**config.mk**
```make
export PLATFORM = sky130hd
export DESIGN_NAME = seven_seg_scan_driver
export DESIGN_NICKNAME = d
export VERILOG_FILES = /design/src/rtl/seven_seg_scan_driver_pkg.sv /design/src/rtl/seven_seg_decoder.sv /design/src/rtl/seven_seg_scan_driver.sv
export SDC_FILE = /design/constraint.sdc
export NUM_CORES = 1
export LEC_CHECK = 0
export ABC_AREA = 1
export ABC_CLOCK_PERIOD_IN_PS = 4790
export BUFFER_PORTS_ARGS = -buffer_cell sky130_fd_sc_hd__buf_2
export CAP_MARGIN = 40
export CORE_AREA = 2 2 135 97
export DETAILED_ROUTE_END_ITERATION = 8
export DIE_AREA = 0 0 137 99
export SLEW_MARGIN = 25
export SYNTH_ARGS = -nofsm -noshare
export SYNTH_HDL_FRONTEND = slang
export SYNTH_SLANG_ARGS = --single-unit
```
**constraint.sdc**
```tcl
create_clock -name clk -period 4.79 [get_ports clk]
set_clock_uncertainty 0.1 [all_clocks]
set_input_delay 0.2395 -clock clk [delete_from_list [all_inputs] [get_ports clk]]
set_output_delay 0.2395 -clock clk [all_outputs]
set_load 0.02 [all_outputs]
```
**src/rtl/seven_seg_scan_driver_pkg.sv**
```systemverilog
// Shared definitions for the seven-segment scan driver: hex->segment table
// (active-low gfedcba), blank pattern and polarity helper.
package seven_seg_scan_driver_pkg;

  localparam logic [6:0] SEG_BLANK = 7'h7F;

  function automatic logic [6:0] hex_to_seg_n(input logic [3:0] nib);
    logic [6:0] s;
    case (nib)
      4'h0: s = 7'h40;
      4'h1: s = 7'h79;
      4'h2: s = 7'h24;
      4'h3: s = 7'h30;
      4'h4: s = 7'h19;
      4'h5: s = 7'h12;
      4'h6: s = 7'h02;
      4'h7: s = 7'h78;
      4'h8: s = 7'h00;
      4'h9: s = 7'h18;
      4'hA: s = 7'h08;
      4'hB: s = 7'h03;
      4'hC: s = 7'h46;
      4'hD: s = 7'h21;
      4'hE: s = 7'h06;
      default: s = 7'h0E;
    endcase
    return s;
  endfunction

  function automatic logic [6:0] seg_off(input bit act_low);
    return act_low ? SEG_BLANK : ~SEG_BLANK;
  endfunction

endpackage

```
**src/rtl/seven_seg_decoder.sv**
```systemverilog
// Combinational hex nibble to seven-segment pattern, output polarity set by
// SEG_ACT_LOW.
module seven_seg_decoder
  import seven_seg_scan_driver_pkg::*;
#(
  parameter int SEG_ACT_LOW = 1
) (
  input  logic [3:0] nibble,
  output logic [6:0] seg
);

  always_comb begin
    seg = hex_to_seg_n(nibble);
    if (SEG_ACT_LOW == 0) seg = ~seg;
  end

endmodule

```
**src/rtl/seven_seg_scan_driver.sv**
```systemverilog
// Time-multiplexed multi-digit seven-segment driver with frame-aligned updates.
// Optional decimal point support is enabled by defining SEG_DP_EN.
module seven_seg_scan_driver
  import seven_seg_scan_driver_pkg::*;
#(
  parameter int NUM_DIGITS  = 4,
  parameter int REFRESH_DIV = 50000,
  parameter int SEG_ACT_LOW = 1,
  parameter int AN_ACT_LOW  = 1
) (
  input  logic                    clk,
  input  logic                    rst_n,
  input  logic                    load,
  input  logic [4*NUM_DIGITS-1:0] value,
  input  logic [NUM_DIGITS-1:0]   blank_mask,
`ifdef SEG_DP_EN
  input  logic [NUM_DIGITS-1:0]   dp_in,
  output logic                    dp,
`endif
  output logic [6:0]              seg,
  output logic [NUM_DIGITS-1:0]   an,
  output logic                    pending,
  output logic                    frame_done
);

  localparam int DIV_W = $clog2(REFRESH_DIV);
  localparam int IDX_W = (NUM_DIGITS > 1) ? $clog2(NUM_DIGITS) : 1;
  localparam logic [DIV_W-1:0] DIV_LAST = DIV_W'(REFRESH_DIV - 1);
  localparam logic [IDX_W-1:0] IDX_LAST = IDX_W'(NUM_DIGITS - 1);
  localparam logic [6:0] SEG_OFF = seg_off(SEG_ACT_LOW != 0);
  localparam logic [NUM_DIGITS-1:0] AN_OFF = (AN_ACT_LOW != 0) ? '1 : '0;

  logic [DIV_W-1:0]        div_cnt_q, div_cnt_d;
  logic [IDX_W-1:0]        dig_idx_q, dig_idx_d;
  logic [4*NUM_DIGITS-1:0] pend_val_q, pend_val_d, act_val_q, act_val_d;
  logic [NUM_DIGITS-1:0]   pend_blank_q, pend_blank_d, act_blank_q, act_blank_d;
  logic                    pending_q, pending_d, disp_valid_q, disp_valid_d;
  logic [6:0]              seg_q, seg_d;
  logic [NUM_DIGITS-1:0]   an_q, an_d;
  logic                    frame_done_q, frame_done_d;
  logic [3:0]              nibble;
  logic [6:0]              dec_seg;
  logic [NUM_DIGITS-1:0]   onehot;
  logic                    sel_blank, wrap, boundary, show;
`ifdef SEG_DP_EN
  logic [NUM_DIGITS-1:0]   pend_dp_q, pend_dp_d, act_dp_q, act_dp_d;
  logic                    dp_q, dp_d, sel_dp;
`endif

  // Digit select: explicit compare loop keeps non-power-of-two counts in range
  always_comb begin
    nibble    = '0;
    sel_blank = 1'b1;
    onehot    = '0;
`ifdef SEG_DP_EN
    sel_dp    = 1'b0;
`endif
    for (int k = 0; k < NUM_DIGITS; k++) begin
      if (dig_idx_q == IDX_W'(k)) begin
        nibble    = act_val_q[k*4 +: 4];
        sel_blank = act_blank_q[k];
        onehot[k] = 1'b1;
`ifdef SEG_DP_EN
        sel_dp    = act_dp_q[k];
`endif
      end
    end
  end

  seven_seg_decoder #(.SEG_ACT_LOW(SEG_ACT_LOW)) u_dec (
    .nibble (nibble),
    .seg    (dec_seg)
  );

  always_comb begin
    wrap         = (div_cnt_q == DIV_LAST);
    boundary     = wrap && (dig_idx_q == IDX_LAST);
    div_cnt_d    = wrap ? '0 : div_cnt_q + 1'b1;
    dig_idx_d    = dig_idx_q;
    if (wrap) dig_idx_d = (dig_idx_q == IDX_LAST) ? '0 : dig_idx_q + 1'b1;

    pend_val_d   = pend_val_q;
    pend_blank_d = pend_blank_q;
    pending_d    = pending_q && !boundary;
    if (load) begin
      pend_val_d   = value;
      pend_blank_d = blank_mask;
      pending_d    = 1'b1;
    end

    // The active set only changes on a frame boundary so a frame never tears
    act_val_d    = act_val_q;
    act_blank_d  = act_blank_q;
    disp_valid_d = disp_valid_q;
    if (boundary && pending_q) begin
      act_val_d    = pend_val_q;
      act_blank_d  = pend_blank_q;
      disp_valid_d = 1'b1;
    end

    show         = disp_valid_q && (div_cnt_q != '0) && !sel_blank;
    an_d         = show ? ((AN_ACT_LOW != 0) ? ~onehot : onehot) : AN_OFF;
    seg_d        = show ? dec_seg : SEG_OFF;
    frame_done_d = boundary;
  end

`ifdef SEG_DP_EN
  always_comb begin
    pend_dp_d = load ? dp_in : pend_dp_q;
    act_dp_d  = (boundary && pending_q) ? pend_dp_q : act_dp_q;
    dp_d      = (show && sel_dp) ? (SEG_ACT_LOW == 0) : (SEG_ACT_LOW != 0);
  end

  always_ff @(posedge clk or negedge rst_n) begin
    if (!rst_n) begin
      pend_dp_q <= '0;
      act_dp_q  <= '0;
      dp_q      <= (SEG_ACT_LOW != 0);
    end else begin
      pend_dp_q <= pend_dp_d;
      act_dp_q  <= act_dp_d;
      dp_q      <= dp_d;
    end
  end

  assign dp = dp_q;
`endif

  always_ff @(posedge clk or negedge rst_n) begin
    if (!rst_n) begin
      div_cnt_q    <= '0;
      dig_idx_q    <= '0;
      pend_val_q   <= '0;
      pend_blank_q <= '0;
      pending_q    <= 1'b0;
      act_val_q    <= '0;
      act_blank_q  <= '0;
      disp_valid_q <= 1'b0;
      seg_q        <= SEG_OFF;
      an_q         <= AN_OFF;
      frame_done_q <= 1'b0;
    end else begin
      div_cnt_q    <= div_cnt_d;
      dig_idx_q    <= dig_idx_d;
      pend_val_q   <= pend_val_d;
      pend_blank_q <= pend_blank_d;
      pending_q    <= pending_d;
      act_val_q    <= act_val_d;
      act_blank_q  <= act_blank_d;
      disp_valid_q <= disp_valid_d;
      seg_q        <= seg_d;
      an_q         <= an_d;
      frame_done_q <= frame_done_d;
    end
  end

  assign seg        = seg_q;
  assign an         = an_q;
  assign pending    = pending_q;
  assign frame_done = frame_done_q;

endmodule
```
Yosys cells after proc, flatten, opt, wreduce, memory -nomap -nowiden
Memories as Yosys holds them, arrays and structs flattened.
Cells that the tools add are included.
{ "totals": {"regBits": 72, "rom_bits": 112, "out_inout_bits": 13, "mem_count": 1} }
{ "mem_list": {"columns": ["name", "words", "word_bits", "rd", "rd_ports_with_merged_regs", "wr", "line", "source"], "rows": [
  ["(no name shown)", 16, 7, 1, 0, 0, "seven_seg_scan_driver_pkg.sv:9", "case (nib)"]
]} }
{ "op_classes": {"add_sub_neg": 2, "n_eq_ne": 4, "muxes": 17, "bitwise": 1, "n_reduce_logical": 9} }
{ "op_table": {"columns": ["cell", "count"], "rows": [
  ["$mux 4", 5],
  ["$add 16x1->16 const B", 1],
  ["$eq 16x16->1 const B", 1],
  ["$mux 16", 1],
  ["$reduce_bool 16->1", 1],
  ["$mux 1", 9],
  ["$mux 7", 1],
  ["$logic_and 1x1->1", 5],
  ["$eq 2x2->1 const B", 2],
  ["$not 4->4", 1],
  ["$add 2x1->2 const B", 1],
  ["$eq 2x1->1 const B", 1],
  ["$logic_not 1->1", 2],
  ["$logic_not 2->1", 1],
  ["$mux 2", 1]
]} }

Depth between registers and ports, before layout
Gate-level depths: netlist of the first run.
{ "logic_depth": {"ltp_word": 8, "ltp_mapped": 14, "mapped_depth_nobuf": 14} }

Cells and area by module
Synthesis of the first run repeated with hierarchy kept, for this count alone.
{ "hier_totals": {"cells_unflattened": 407, "area_unflattened_um2": 3597.2} }
{ "modules_own_cells": {"columns": ["module", "instances", "cells_each", "area_each_um2", "seq_area_each_um2"], "rows": [
  ["seven_seg_scan_driver", 1, 357, 3328.2, 1815.5],
  ["seven_seg_decoder", 1, 50, 269.0, 0.0]
]} }

Worst setup path before layout of the first run
Ideal clock, no wire load.
{ "synth_timing": {"kind": "register to register", "start": "register dig_idx_q[0]", "end": "register seg_q[6], in the netlist seg[6]", "setup_ns": 0.077, "arrival_ns": 1.708, "required_time_ns": 4.613, "path_slack_ns": 2.905, "path_stages_with_launch": 11, "synth_period_minus_slack_ns": 1.885, "path_cell_list": "dfrtp_1 -> ha_1 -> inv_2 -> or2_2 -> nand2_1 -> inv_1 -> ha_1 -> nand3_1 -> nor2_1 -> nor2_1 -> nand2_1"} }
{ "synth_via": {"elab_chain_cells": 8, "elab_cells_between_ends": 16, "cone_classes": "eq/ne (3); mux (9); reduce/logical (3); memory (1)"} }
{ "synth_rtl": {"columns": ["item", "line", "source"], "rows": [
  ["from (decl)", "seven_seg_scan_driver.sv:34", "logic [IDX_W-1:0] dig_idx_q, dig_idx_d;"],
  ["from (signal assigned)", "seven_seg_scan_driver.sv:144", "dig_idx_q <= dig_idx_d;"],
  ["branches (longest 7 deep; another with $mem_v2 16x7)", null, null],
  ["$mux 7 (*)", "seven_seg_scan_driver.sv:103", "seg_d = show ? dec_seg : SEG_OFF;"],
  ["via seg_d[6]", "seven_seg_scan_driver.sv:38", "logic [6:0] seg_q, seg_d;"],
  ["to (signal assigned)", "seven_seg_scan_driver.sv:151", "seg_q <= seg_d;"],
  ["to (decl)", "seven_seg_scan_driver.sv:38", null]
]} }
Mark *: on every way through the listed nets, which the timed path passes.
A chain may end at the register's enable or synchronous reset.

Worst setup path in the final report of the first run
Ends and elaborated chain as after synthesis.

==> results.sh, run 1 <==
export IMPL_viasPerCell=4.26
export IMPL_power_total_w=0.00139
export IMPL_synth_fp_nets=442
export IMPL_overflow=0
export IMPL_crit_path_top_delay_cell="dfrtp_1"
export IMPL_drtIter0Drc=207
export IMPL_drv_slew=0
export IMPL_htreeDepth=3
export IMPL_synth_cell_types=29
export IMPL_clkLatencyLatePin_ps=340
export IMPL_cts_root_buf="clkbuf_16"
export IMPL_hp_start="value[5]"
export IMPL_path_class="reg -> reg"
export IMPL_first_pass_iters=4
export IMPL_cts_tree="yes"
export IMPL_place_area_mm2=0.00396
export IMPL_cts_clk_slew_worst_paths_ps=60
export IMPL_synth_edf_count=0
export IMPL_async_flop_share_pct=100
export IMPL_cts_inserted_buffers=9
export IMPL_port_buffers=35
export IMPL_ant_nets=0
export IMPL_ctsHoldBuffers=5
export IMPL_max_stage_delay_ps=390
export IMPL_coreArea_mm2=0.0123
export IMPL_cp_start_kind="register"
export IMPL_syn_inst=407
export IMPL_peakVddDrop_uv=166
export IMPL_syn_avg_cell_area_um2=8.89
export IMPL_dp_slack_ps=2560
export IMPL_crit_chain="inv_1 > ha_1 > inv_1 > o211ai_1 > nand2_1 > nand2_1 > inv_1 > ha_1 > nand3_1 > nor2_1 > nor2_1 > nand2_1"
export IMPL_p_leak_nw=2.11
export IMPL_fin_crit_sh_pct=47.2
export IMPL_hp_class="in -> reg"
export IMPL_crit_fanout=7
export IMPL_route_detailed_drc=0
export IMPL_grt_pass1_vias=2512
export IMPL_worst_slack_ps=2530
export IMPL_area_delta_synth_final_pct=19.4
export IMPL_ctsResizeCount=0
export IMPL_drive_gt1_share_pct=26.6
export IMPL_grt_pass1_wl_um=12700
export IMPL_fillers=1263
export IMPL_status="completed"
export IMPL_synth_seq_area_share_pct=50.2
export IMPL_synthFlopType="dfrtp_1"
export IMPL_hold_violations=0
export IMPL_place_gp_congestion=0.904
export IMPL_vias=2627
export IMPL_initial_core_util_pct=29.5
export IMPL_diodes=0
export IMPL_die_w_um=137
export IMPL_r2r_cells=12
export IMPL_crit_start="dig_idx_q[0]$_DFFE_PN0N_"
export IMPL_worst_pin_slew_ps=637
export IMPL_worst_ep_arrival_time_ps=2430
export IMPL_row_count=34
export IMPL_track_usage_pct=12.1
export IMPL_slew_headroom_pct=57.5
export IMPL_period_minus_slack_ps=2260
export IMPL_nets=486
export IMPL_hold_depth=3
export IMPL_finalSetupTns_ps=0
export IMPL_dp_cells=597
export IMPL_fp_dieH_um=99
export IMPL_fmaxAchievable_mhz=442
export IMPL_p_per_area_mw_per_mm2=321
export IMPL_clockBufferDepth=2
export IMPL_die_area_mm2=0.0136
export IMPL_wl_um=7310
export IMPL_syn_cell_area_mm2=0.00362
export IMPL_place_hpwl_um=5360
export IMPL_rsz0062_at_grt="false"
export IMPL_crit_path_end_kind="register"
export IMPL_setup_viol=0
export IMPL_cts_sinks=72
export IMPL_ys_ff_latch=72
export IMPL_fin_cells=617
export IMPL_design_area_mm2=0.00432
export IMPL_drv_cap=0
export IMPL_grt_max_degree=54
export IMPL_boundaryPins=36
export IMPL_postCtsSetupBuffers=0
export IMPL_grt_antenna_before_repair=0
export IMPL_required_ps=4960
export IMPL_yosysWarnings=0
export IMPL_rr_startpoint="dig_idx_q[0]$_DFFE_PN0N_"
export IMPL_post_drt_wl_per_cell_um=11.8
flip-flops by register name, indices dropped and copies added (netlist names):
register / cells
disp_valid_q: 1
act_blank_q: 4
pend_blank_q: 4
pending: 1
dig_idx_q: 2
frame_done: 1
pend_val_q: 16
act_val_q: 16
seg: 7
an: 4
div_cnt_q: 16
worst max-delay path: cells and delay by family, from the launching register on:
| family | cells | cell delay (ps) |
|---|---|---|
| AO/OA/AOI/OAI | 1 | 120 |
| adder cells (fa/ha/maj) | 2 | 550 |
| buffers and inverters | 3 | 390 |
| flip-flops | 1 | 390 |
| AND/OR/NAND/NOR | 6 | 630 |
cell usage after synthesis, types with 3 or more instances:
master    number  area (um2)
clkbuf_1       4        15.0
dfstp_2       11         289
xnor2_1        3        26.3
nor3_1         5        25.0
nand2_2       24         150
nor2_1        34         128
xor2_1         7        61.3
nor2_2         3        18.8
nand4_1        3        18.8
a21oi_1       11        55.1
buf_6          5        56.3
nand2_1       80         300
nand3_1       27         135
ha_1          12         150
inv_1         57         214
o21ai_2       20         175
o21ai_0       25         125
dfrtp_1       61        1530
stage by stage:
step	utilization (%)	hold slack [ps]
detailed placement	32.3	125
global route	35.3	6.21
global placement	32.1	340
CTS	35.3	3.05
finish	35.3	11.0
floorplan	-	-156
logic make-up after synthesis:
family                     count (synthesis)  share of synthesized area, %
and+or+nand+nor                          187                          24.9
DFF                                       72                          50.2
buffers and inverters                     68                          8.09
AOI/OAI and AO/OA                         58                          10.2
adders and majority gates                 12                          4.15
xor gates and xnor gates                  10                          2.42
layer usage:
metal,track usage (%),part of all wire [%]
met5,0,0
met2,15.6,39
met1,18.3,54
met4,3.33,1.3
met3,4.68,6.3
report_power, final:
group          total (W)  switching, W  internal (W)
Sequential      0.000627    0.00000341      0.000624
Clock           0.000704      0.000250      0.000454
Combinational  0.0000550     0.0000363     0.0000187
cell usage in the layout (no fill, tap or decap), types with 2 or more instances in the layout:
master,Yosys,final
o21ai_0,25,25
bufinv_16,0,2
nand2_4,2,2
xnor2_1,3,3
inv_1,57,57
dfstp_2,11,11
dlygate4sd3_1,0,5
inv_2,2,2
xor2_1,7,7
clkbuf_16,0,9
a21oi_1,11,11
nand4_1,3,3
or2_2,2,2
nand3_1,27,27
ha_1,12,12
nor3_1,5,5
nor2_1,34,34
nor2_2,3,3
dfrtp_1,61,61
nand2_2,24,24
o21ai_2,20,20
nand2_1,80,80
nor2_4,2,2
buf_2,0,35
layout make-up:
type,count,area [um2],share of cell area (%)
Timing Repair Buffer,42,260,6.02
Sequential cell,72,1820,42.0
Multi-Input combinational cell,267,1510,35.0
Clock inverter,5,81.3,1.88
Inverter,59,221,5.13
Tap cell,162,203,4.69
Clock buffer,10,229,5.30
final timing paths:
kind	to	slack, ps
min in group asynchronous	div_cnt_q[9]$_DFF_PN0_	300
setup / recovery	seg[6]$_DFF_PN1_	2530
hold reg to reg	disp_valid_q$_DFFE_PN0P_	360
setup reg to reg	seg[6]$_DFF_PN1_	2530
max in group asynchronous	act_val_q[12]$_DFFE_PN0P_	3740
hold / removal	pend_val_q[5]$_DFFE_PN0P_	10
(Power assumes the default switching activity.)
==> run 2: changes to the inputs <==
Settings changed: ABC_CLOCK_PERIOD_IN_PS 4790 to 2150.
Clock period 4.79 ns to 2.15 ns, I/O delays scaled along.
==> run 2 against run 1 <==
  * Sequential cell count did not move
  * Die area did not move
  * Utilization rose by 2.2 points
  * Power rose by 130%
  * Maximum frequency rose by 13%
  * Hold slack improved by 170 ps
  * Sequential power rose by 120%
  * Wire length rose by 3.6%
  * Cell count rose by 3.7%
  * Largest cell class unchanged
  * Largest power group unchanged
==> results.sh, run 2 (synthesis results as in run 1) <==
export IMPL_status="completed"
export IMPL_vias=2760
export IMPL_p_sw_share_pct=21.5
export IMPL_drv_cap=0
export IMPL_diodes=0
export IMPL_wl_um=7570
export IMPL_rr_startpoint="dig_idx_q[0]$_DFFE_PN0N_"
export IMPL_fillers=1255
export IMPL_dp_slack_ps=36.0
export IMPL_hold_violations=0
export IMPL_most_common_layout_cells="nand2_1, dfrtp_1, inv_1, buf_2, nor2_1"
export IMPL_reg2reg_slack_ps=150
export IMPL_crit_path_end_kind="register"
export IMPL_r2r_cells=11
export IMPL_viasPerCell=4.31
export IMPL_htreeDepth=3
export IMPL_nets=508
export IMPL_path_class="reg -> reg"
export IMPL_drv_slew=0
export IMPL_die_area_mm2=0.0136
export IMPL_top_regs="act_val_q: 16 flops, div_cnt_q: 16 flops, pend_val_q: 16 flops"
export IMPL_crit_start="dig_idx_q[0]$_DFFE_PN0N_"
export IMPL_row_count=34
export IMPL_cts_tree="yes"
export IMPL_place_gp_congestion=0.877
export IMPL_grt_pass1_wl_um=13100
export IMPL_fmaxAchievable_mhz=500
export IMPL_required_ps=2310
export IMPL_cts_root_buf="clkbuf_16"
export IMPL_cts_inserted_buffers=9
export IMPL_reg2reg_to="seg[3]$_DFF_PN1_"
export IMPL_coreArea_mm2=0.0123
export IMPL_slew_headroom_pct=61.8
export IMPL_drtIter0Drc=162
export IMPL_crit_fanout=4
export IMPL_place_hpwl_um=5440
export IMPL_drive_gt1_share_pct=29.9
export IMPL_cp_start_kind="register"
export IMPL_die_w_um=137
export IMPL_route_detailed_drc=0
export IMPL_clockBufferDepth=2
export IMPL_p_sw_w=0.000684
export IMPL_setup_viol=0
export IMPL_fin_crit_sh_pct=93.1
export IMPL_worst_pin_slew_ps=573
export IMPL_first_pass_iters=4
export IMPL_ant_nets=0
export IMPL_dp_cells=602
export IMPL_finalSetupTns_ps=0
export IMPL_pwr_share_comb_pct=4.4
export IMPL_p_per_area_mw_per_mm2=693
export IMPL_track_usage_pct=12.6
export IMPL_internal_power_w=0.00250
export IMPL_fin_cells=640
export IMPL_port_buffers=35
export IMPL_clkLatencyLatePin_ps=340
export IMPL_worst_ep_arrival_time_ps=2160
export IMPL_pwr_share_clk_pct=51.7
export IMPL_area_delta_synth_final_pct=26.9
export IMPL_post_drt_wl_per_cell_um=11.8
export IMPL_cts_sinks=72
export IMPL_grt_pass1_vias=2751
export IMPL_grt_antenna_before_repair=0
export IMPL_initial_core_util_pct=29.5
export IMPL_cts_clk_slew_worst_paths_ps=60
export IMPL_p_leak_nw=2.21
export IMPL_final_common_cell="nand2_1"
export IMPL_worst_slack_ps=149
export IMPL_overflow=0
export IMPL_grt_max_degree=73
export IMPL_endpoint="seg[3]$_DFF_PN1_"
export IMPL_power_frac_seq_pct=43.9
export IMPL_hp_class="in -> reg"
export IMPL_period_minus_slack_ps=2000
export IMPL_fin_util_pct=37.5
export IMPL_boundaryPins=36
export IMPL_fp_dieH_um=99
export IMPL_peakVddDrop_uv=403
[run 2: cell count changes in the layout (fill, tap and decap cells not counted), sizes merged]
| cell | before | now |
|---|---|---|
| dlygate4sd3 | 5 | 21 |
| clkinv | 1 | 3 |
| clkinvlp | 1 | 0 |
| buf | 37 | 43 |
[run 2: how the worst min path moves through the flow]
stage / from / to / slack [ps] / depth (start not counted)
floorplan: rst_n / act_blank_q[0]$_DFFE_PN0P_ / -290 / 0
global placement: rst_n / div_cnt_q[6]$_DFF_PN0_ / 60 / 2
detailed placement: rst_n / div_cnt_q[15]$_DFF_PN0_ / 60 / 2
CTS: load / pend_val_q[14]$_DFFE_PN0P_ / 180 / 3
global route: load / pend_val_q[1]$_DFFE_PN0P_ / 230 / 3
finish: load / pend_blank_q[2]$_DFFE_PN0P_ / 180 / 3
[run 2: power groups by stage]
stage	registers [W]	logic, W	clock network (W)
2_1_floorplan	0.00142	0.0000497	0
3_3_place_gp	0.00142	0.000113	0
3_5_place_dp	0.00142	0.000116	0
4_1_cts	0.00140	0.000145	0.00168
5_1_grt	0.00140	0.000165	0.00175
6_report	0.00140	0.000140	0.00165
[run 2: timing repair]
action                                  in CTS  in global routing
gates resized for setup                      0                 17
endpoints found under the setup margin       0                  7
setup buffers                                0                  1
hold buffers                                21                  0
hold endpoints to repair                    82                  0
[run 2: through the flow]
stage | total power (W) | cell area [um2] | hold WS [ps]
after floorplan | 0.00147 | 3620 | -288
after global placement | 0.00153 | 4000 | 61.2
after detailed placement | 0.00154 | 4000 | 63.9
after CTS | 0.00322 | 4540 | 181
after global routing | 0.00331 | 4590 | 229
final | 0.00318 | 4590 | 178
[run 2: final cells by class]
class / instances / area (um2) / area share [%]
Clock buffer: 10 / 239 / 5.20
Tap cell: 162 / 203 / 4.41
Timing Repair Buffer: 64 / 470 / 10.2
Sequential cell: 72 / 1820 / 39.6
Clock inverter: 6 / 91.3 / 1.99
Inverter: 59 / 224 / 4.88
Multi-Input combinational cell: 267 / 1550 / 33.7
[run 2: metal layers]
| metal | global-route usage, % | part of all wire [%] | vias to the layer above |
|---|---|---|---|
| met1 | 17.7 | 52 | 1275 |
| met5 | 0 | 0 | - |
| met2 | 18.0 | 41 | 62 |
| li1 | - | - | 1410 |
| met4 | 3.41 | 1.0 | 0 |
| met3 | 5.25 | 5.8 | 13 |
[run 2: critical path, cell delays in order, from the launching register on]
cell,delay (ps)
dfrtp_2,450
ha_4,190
buf_4,140
a21oi_1,130
nand2_1,70
nand2_1,70
nand2_2,80
ha_1,300
inv_1,80
nand3_1,100
nand3_1,100
nand3_1,100
==> run 3: changes to the inputs <==
Settings changed: CAP_MARGIN 40 to not set, RECOVER_POWER set to 25.
==> run 3 against run 2 <==
  * Maximum frequency unchanged
  * Combinational power about the same
  * Critical endpoint unchanged
  * Sequential cell count is the same
  * Largest power group unchanged
  * Sequential share of layout area rose by 0.11 points
  * Global-route usage unchanged
  * Cell count is the same
  * Cell area shrank 0.27%
  * Non-clock buffer count is the same
  * Utilization is 0.10 points lower
  * Wire length unchanged
==> results.sh, run 3 (synthesis results as in run 1) <==
export IMPL_coreArea_mm2=0.0123
export IMPL_ant_nets=0
export IMPL_overflow=0
export IMPL_row_count=34
export IMPL_p_leak_nw=2.21
export IMPL_track_usage_pct=12.6
export IMPL_drtIter0Drc=162
export IMPL_place_gp_congestion=0.877
export IMPL_max_stage_delay_ps=450
export IMPL_cts_sinks=72
export IMPL_drive_gt1_share_pct=29.9
export IMPL_finalSetupTns_ps=0
export IMPL_fmaxAchievable_mhz=500
export IMPL_multi_input_area_mm2=0.00155
export IMPL_boundaryPins=36
export IMPL_route_detailed_drc=0
export IMPL_drv_slew=0
export IMPL_crit_chain="ha_4 > buf_4 > a21oi_1 > nand2_1 > nand2_1 > nand2_2 > ha_1 > inv_1 > nand3_1 > nand3_1 > nand3_1"
export IMPL_worst_ep_arrival_time_ps=2160
export IMPL_cts_clk_slew_worst_paths_ps=60
export IMPL_final_common_cell="nand2_1"
export IMPL_period_minus_slack_ps=2000
export IMPL_port_buffers=35
export IMPL_setup_viol=0
export IMPL_crit_fanout=4
export IMPL_p_per_area_mw_per_mm2=695
export IMPL_hold_violations=0
export IMPL_vias=2760
export IMPL_grt_pass1_vias=2751
export IMPL_initial_core_util_pct=29.5
export IMPL_drv_cap=0
export IMPL_worst_pin_slew_ps=960
export IMPL_cp_start_kind="register"
export IMPL_die_w_um=137
export IMPL_area_delta_synth_final_pct=26.6
export IMPL_required_ps=2310
export IMPL_diodes=0
export IMPL_most_common_layout_cells="nand2_1, dfrtp_1, inv_1, buf_2, nor2_1"
export IMPL_cts_inserted_buffers=9
export IMPL_dp_slack_ps=36.0
export IMPL_htreeDepth=3
export IMPL_grt_pass1_wl_um=13100
export IMPL_top_regs="act_val_q: 16 flops, div_cnt_q: 16 flops, pend_val_q: 16 flops"
export IMPL_cpMostUsedCell="nand3_1"
export IMPL_place_hpwl_um=5440
export IMPL_ff_latch_area_mm2=0.00182
export IMPL_fillers=1257
export IMPL_fin_crit_sh_pct=93.1
export IMPL_die_area_mm2=0.0136
export IMPL_worst_slack_ps=149
export IMPL_clockBufferDepth=2
export IMPL_slew_headroom_pct=36.0
export IMPL_hp_class="in -> reg"
export IMPL_grt_antenna_before_repair=0
export IMPL_post_drt_wl_per_cell_um=11.8
export IMPL_wl_um=7570
export IMPL_nets=508
export IMPL_cts_tree="yes"
export IMPL_viasPerCell=4.31
export IMPL_grt_max_degree=73
export IMPL_path_class="reg -> reg"
export IMPL_peakVddDrop_uv=403
export IMPL_first_pass_iters=4
export IMPL_fp_dieH_um=99
export IMPL_cts_root_buf="clkbuf_16"
export IMPL_crit_path_end_kind="register"
export IMPL_status="completed"
export IMPL_crit_path_top_delay_cell="dfrtp_2"
export IMPL_clkLatencyLatePin_ps=340
## run 3: changes by cell type in the layout (fill, tap and decap cells not counted)
| cell | change |
|---|---|
| buf_12 | -1 |
| clkbuf_4 | +1 |
## run 3: through the flow
stage / area [um2] / util, % / cells / total power, W / hold slack [ps]
final: 4580 / 37.4 / 640 / 0.00318 / 178
after global routing: 4580 / 37.4 / 640 / 0.00331 / 229
after CTS: 4540 / 37.1 / 639 / 0.00322 / 181
after global placement: 4000 / 32.7 / 602 / 0.00153 / 61.2
after floorplan: 3620 / - / 407 / 0.00147 / -288
after detailed placement: 4000 / 32.7 / 602 / 0.00154 / 63.9
## run 3: critical path, delay by kind of cell, from the launching register on
family / cells / cell delay (ps)
AOI/OAI and AO/OA: 1 / 130
adders and majority gates: 2 / 490
buffers and inverters: 2 / 220
DFF: 1 / 450
and+or+nand+nor: 6 / 520
## run 3: cell type report
class / count / share of cell area [%]
clock inverter: 6 / 1.99
tap: 162 / 4.43
multi-input combinational: 267 / 33.8
timing repair buffer: 64 / 10.0
inverter: 59 / 4.89
clock buffer: 10 / 5.22
sequential: 72 / 39.7
## run 3: report_power, final
group,total [W],switching [W],internal (W)
Combinational,0.000137,0.0000816,0.0000552
Clock,0.00165,0.000594,0.00105
Sequential,0.00140,0.00000822,0.00139
## run 3: what timing repair did
action | 4_1_cts | 5_1_grt
endpoints found under the hold margin | 82 | 0
setup buffers | 0 | 1
setup endpoints to repair | 0 | 7
hold buffers | 21 | 0
resized for setup | 0 | 17
## run 3: metal layers
| metal | vias up | GRT usage (%) | wire, um | share of wire [%] |
|---|---|---|---|---|
| met2 | 62 | 18.0 | 3080 | 41 |
| li1 | 1410 | - | - | - |
| met5 | - | 0 | 0 | 0 |
| met4 | 0 | 3.41 | 78 | 1.0 |
| met1 | 1275 | 17.7 | 3970 | 52 |
| met3 | 13 | 5.25 | 439 | 5.8 |
## run 3: final timing paths
kind | startpoint | end | slack (ps) | depth (start not counted)
min in group asynchronous | rst_n | div_cnt_q[15]$_DFF_PN0_ | 460 | 3
worst max register to register | dig_idx_q[0]$_DFFE_PN0N_ | seg[3]$_DFF_PN1_ | 150 | 11
worst min register to register | disp_valid_q$_DFFE_PN0P_ | disp_valid_q$_DFFE_PN0P_ | 360 | 2
max in group asynchronous | rst_n | dig_idx_q[0]$_DFFE_PN0N_ | 830 | 3
worst max-delay path | dig_idx_q[0]$_DFFE_PN0N_ | seg[3]$_DFF_PN1_ | 150 | 11
worst min-delay path | load | pend_blank_q[2]$_DFFE_PN0P_ | 180 | 3
